$ cat config.mk
export PLATFORM = sky130hd
export DESIGN_NAME = code_decoder4b_fifo_flat
export DESIGN_NICKNAME = d
export VERILOG_FILES = /design/src/rtl/code_decoder4b_fifo_if.sv /design/src/rtl/code_decoder4b_fifo.sv /design/src/flat_wrapper.sv
export SDC_FILE = /design/constraint.sdc
export NUM_CORES = 1
export LEC_CHECK = 0
export BUFFER_PORTS_ARGS = -buffer_cell sky130_fd_sc_hd__buf_2
export CORE_MARGIN = 2
export CORE_UTILIZATION = 25
export DETAILED_ROUTE_END_ITERATION = 16
export MAX_ROUTING_LAYER = met4
export PLACE_DENSITY = 0.49
export SETUP_SLACK_MARGIN = 0.5
export SYNTH_ARGS = -nofsm -noshare
export SYNTH_HDL_FRONTEND = slang
export SYNTH_SLANG_ARGS = --single-unit
$ cat constraint.sdc
create_clock -name clk -period 2.72 [get_ports clk]
set_input_delay 0.272 -clock clk [delete_from_list [all_inputs] [get_ports clk]]
set_output_delay 0.272 -clock clk [all_outputs]
set_load 0.1 [all_outputs]
$ cat src/rtl/code_decoder4b_fifo_if.sv
// Valid/ready handshake bundle for the code decoder FIFO: 2-bit codes in, one-hot lines out.
interface code_decoder4b_fifo_if;
  logic       in_valid;
  logic       in_ready;
  logic [1:0] in_code;
  logic       out_valid;
  logic       out_ready;
  logic [3:0] out_onehot;

  // master drives codes upstream and takes decoded lines downstream
  modport master (
    output in_valid, in_code, out_ready,
    input  in_ready, out_valid, out_onehot
  );

  modport slave (
    input  in_valid, in_code, out_ready,
    output in_ready, out_valid, out_onehot
  );
endinterface

$ cat src/rtl/code_decoder4b_fifo.sv
// Buffers 2-bit encoded request codes in a small FIFO and re-expands the head entry
// into a one-hot line vector {a,b,c,d}, one dispatch per accepted output handshake.
module code_decoder4b_fifo #(
  parameter  int unsigned DEPTH = 4,
  localparam int unsigned CW    = $clog2(DEPTH + 1)
) (
  input  logic                clk,
  input  logic                rst,
  input  logic                flush,
  code_decoder4b_fifo_if.slave bus,
  output logic [CW-1:0]       count,
  output logic                overflow
);

  localparam int unsigned AW = (DEPTH > 1) ? $clog2(DEPTH) : 1;

  logic [1:0]    mem_q [DEPTH];
  logic [1:0]    mem_d [DEPTH];
  logic [AW-1:0] wptr_q, wptr_d;
  logic [AW-1:0] rptr_q, rptr_d;
  logic [CW-1:0] count_q, count_d;
  logic          overflow_q, overflow_d;

  logic          full_c;
  logic          empty_c;
  logic          push_c;
  logic          pop_c;

  // Status is derived from the registered occupancy only
  assign full_c  = (count_q == CW'(DEPTH));
  assign empty_c = (count_q == CW'(0));
  assign push_c  = bus.in_valid && !full_c;
  assign pop_c   = !empty_c && bus.out_ready;

  assign bus.in_ready   = !full_c;
  assign bus.out_valid  = !empty_c;
  // Gate on empty so stale memory never leaks onto the lines
  assign bus.out_onehot = empty_c ? 4'b0000 : 4'(4'b0001 << mem_q[rptr_q]);
  assign count          = count_q;
  assign overflow       = overflow_q;

  // Next-state: flush discards any push/pop but leaves the sticky overflow alone
  always_comb begin
    mem_d      = mem_q;
    wptr_d     = wptr_q;
    rptr_d     = rptr_q;
    count_d    = count_q;
    overflow_d = overflow_q;

    if (flush) begin
      wptr_d  = '0;
      rptr_d  = '0;
      count_d = '0;
    end else begin
      if (bus.in_valid && full_c) begin
        overflow_d = 1'b1;
      end
      if (push_c) begin
        mem_d[wptr_q] = bus.in_code;
        wptr_d        = wptr_q + AW'(1);
      end
      if (pop_c) begin
        rptr_d = rptr_q + AW'(1);
      end
      case ({push_c, pop_c})
        2'b10:   count_d = count_q + CW'(1);
        2'b01:   count_d = count_q - CW'(1);
        default: count_d = count_q;
      endcase
    end
  end

  always_ff @(posedge clk) begin
    if (rst) begin
      wptr_q     <= '0;
      rptr_q     <= '0;
      count_q    <= '0;
      overflow_q <= 1'b0;
    end else begin
      wptr_q     <= wptr_d;
      rptr_q     <= rptr_d;
      count_q    <= count_d;
      overflow_q <= overflow_d;
    end
  end

  // Storage needs no reset: out_onehot is masked while empty
  always_ff @(posedge clk) begin
    for (int i = 0; i < DEPTH; i++) begin
      mem_q[i] <= mem_d[i];
    end
  end

endmodule
$ cat src/flat_wrapper.sv
// flat-port wrapper written by rule: the top's interface ports become plain ports
module code_decoder4b_fifo_flat 
#(
  parameter  int unsigned DEPTH = 4,
  localparam int unsigned CW    = $clog2(DEPTH + 1)
)
  (clk, rst, flush, count, overflow, bus_in_valid, bus_in_code, bus_out_ready, bus_in_ready, bus_out_valid, bus_out_onehot);
  code_decoder4b_fifo_if bus_i ();
  input  logic clk;
  input  logic rst;
  input  logic flush;
  output logic [CW-1:0] count;
  output logic overflow;
  input wire logic [$bits(bus_i.in_valid)-1:0] bus_in_valid;
  input wire logic [$bits(bus_i.in_code)-1:0] bus_in_code;
  input wire logic [$bits(bus_i.out_ready)-1:0] bus_out_ready;
  output wire logic [$bits(bus_i.in_ready)-1:0] bus_in_ready;
  output wire logic [$bits(bus_i.out_valid)-1:0] bus_out_valid;
  output wire logic [$bits(bus_i.out_onehot)-1:0] bus_out_onehot;
  assign bus_i.in_valid = bus_in_valid;
  assign bus_i.in_code = bus_in_code;
  assign bus_i.out_ready = bus_out_ready;
  assign bus_in_ready = bus_i.in_ready;
  assign bus_out_valid = bus_i.out_valid;
  assign bus_out_onehot = bus_i.out_onehot;
  code_decoder4b_fifo #(.DEPTH(DEPTH)) u_core (.clk(clk), .rst(rst), .flush(flush), .bus(bus_i), .count(count), .overflow(overflow));
endmodule
==> reports/summary.txt <==
Worst Path Arrival - 2400 ps
Post-synth EDFFs - 8
vias in the first global route - 681
hold_buf cts - 0
most frequent cells in the layout - 14 x buf_2, 8 x edfxtp_1, 6 x inv_1, 6 x nor2_1, 5 x nand2_1
Final setup viols - 0
final WL - 1740 um
die height - 62.8 um
post-route setup slack - 545 ps
status - finished clean
Worst EP required - 2940 ps
cell row count - 21
Fin. Hold Viols - 0
num ports - 17
CP max stage cell - dfxtp_4
Critical Path Sink Type - flop
min-delay worst type - in2reg
ys async rst share - 0
Final Wtd Congestion - 0.751
grt ovf - 0
worst-path maximum fanout - 6
commonest non-fill, non-tap cell in the layout - buf_2
Max stage delay on crit path - 380 ps
R2R Path Start - u_core.count[0]
combinational share of power - 0.207
Core Region - 0.00334 mm^2
post-DP HPWL - 1360 um
LEAKAGE - 0.000407 uW
Final ANT Viol Nets - 0
top post-synthesis cells by area - edfxtp_1 28%, dfxtp_1 19%, ha_1 7.2%
Tcrit/Tclk final - 0.800
Clk Latency, worst-skew pair - 280 ps
sw frac - 0.321
worst-path cell chain - nor3b_4, clkinvlp_4, nand2_1, ha_2, inv_2, fa_2, xor2_1, or3_1, a21oi_2
HP Start - rst
P_int - 337 uW
CTS buffer count - 3
drt pass-1 iters - 4
Synth Area per Inst - 10.4 um^2
setup_tns - 0 ps
DP Worst Slack - 565 ps
worst-case clock buffer depth - 2
ant diodes - 0
antenna violations before repair - 0
clock skew - 5.56 ps
post-synthesis instance total - 83
Post-DP Area - 0.00108 mm^2
Post-route DRC - 0
gr usage total - 0.0994
CTS tree - yes
post-synthesis register bit count - 16
DR WL/cell - 11.7 um
PwrDens - 435 mW/mm^2
global-route wire length before repair - 3010 um
clk root buf - clkbuf_4
Synth warnings - 0
Max Cap Violations - 0
clock share of power - 0.264
Hold Slack - 157 ps
Post-Syn Nets - 96
relative slew slack - 0.655
Most used DFF post-synth - edfxtp_1
layout cells sized above 1 - 0.412
full die area - 0.00394 mm^2
count of cell types in the netlist - 29
fmax - 460 MHz
Worst Setup SP - u_core.count[0]
area share of the largest cell type after synthesis - 0.278
largest net degree at the start of global routing - 10
die width - 62.8 um
CP startpoint kind - flop
post-layout minimum cycle time - 2180 ps
RSZ-0062 raised after global routing - yes
vias post-DR - 651
DR iter-0 viols - 7
H-Tree Depth - 1
Psw - 159 uW
VDD IR max - 0.166 mV
sequential area share after synthesis - 0.464
Avg Vias per Cell - 4.40
Final nets - 116
Design Area, Final - 0.00114 mm^2
Initial Util - 0.259
max-slew violations - 0
# port buffers - 16
part of the power in registers - 0.529
dominant cell type by area after synthesis - edfxtp_1
critical path type - reg2reg
clock sink count - 16
pin slew with the least headroom to its limit - 517 ps
CTS clock-pin slew for the worst setup and hold paths - 100 ps
Syn-to-layout area delta - 32.2%
Post-Synthesis Cell Area - 863 um^2
[repair_timing]
action                     4_1_cts  5_1_grt
setup endpoints to repair        3        2
buffers inserted                 0        3
gates resized for setup          3        2
[power by group through the flow]
stage | Clock [uW] | Combinational, uW | Sequential (uW)
floorplan | 0 | 77.9 | 279
global placement | 0 | 100 | 268
detailed placement | 0 | 102 | 268
CTS | 138 | 102 | 263
global route | 147 | 111 | 263
finish | 131 | 103 | 263
[registers in the layout (all words and copies together), names as in the netlist]
register,cells
u_core.overflow,1
u_core.wptr_q,2
u_core.rptr_q,2
u_core.count,3
u_core.mem_q,8
[per-layer routing]
| metal | vias to the layer above | GRT usage | wire length, um |
|---|---|---|---|
| met1 | 311 | 0.115 | 781 |
| li1 | 324 | - | - |
| met2 | 14 | 0.167 | 861 |
| met3 | 2 | 0.0216 | 78 |
| met4 | 0 | 0.0417 | 17 |
| met5 | - | - | 0 |
[final timing paths]
path	end	slack [ps]	cells after the start
hold reg to reg	u_core.overflow	500	2
setup reg to reg	u_core.count[2]	540	9
hold / removal	u_core.overflow	160	2
setup / recovery	u_core.count[2]	540	9
[final cells by class]
class                      count  area [um^2]
sequential                    16          413
fill                         357         2200
clock buffer                   3         22.5
multi-input combinational     55          499
timing repair buffer          19          111
clock inverter                 1         3.75
inverter                       8         33.8
tap                           46         57.6
[synthesized netlist by cell type, types with 3 or more instances]
cell,number
a21oi_1,4
and2_1,4
dfxtp_1,8
edfxtp_1,8
ha_1,5
inv_1,8
nand2_1,5
nand2b_1,3
nor2_1,6
o21ai_0,3
o32ai_1,4
xor2_1,3
[worst max-delay path, delay by kind of cell (launching register included)]
kind            cells  cell delay (ps)
flops               1              380
compound gates      1              130
buf+inv             2              210
xor+xnor            1              150
fa+ha+maj           2              510
simple gates        3              730
[per-stage QoR]
| stage | util | cells | power, uW |
|---|---|---|---|
| final | 0.342 | 148 | 497 |
| after global routing | 0.342 | 148 | 522 |
| after CTS | 0.333 | 145 | 503 |
| after detailed placement | 0.323 | 141 | 370 |
| after global placement | 0.323 | 141 | 368 |
| after floorplan | - | 83 | 357 |
[cell families (layout without fill, tap and decap cells)]
kind of cell / Yosys count / after routing / synth area share
AO/OA/AOI/OAI: 14 / 14 / 0.109
XOR/XNOR: 3 / 3 / 0.0304
adder cells (fa/ha/maj): 6 / 6 / 0.0957
buffers and inverters: 12 / 31 / 0.0623
flip-flops: 16 / 16 / 0.464
multiplexers: 5 / 5 / 0.0667
AND/OR/NAND/NOR: 27 / 27 / 0.172
Power figures use the tool's default switching activity.
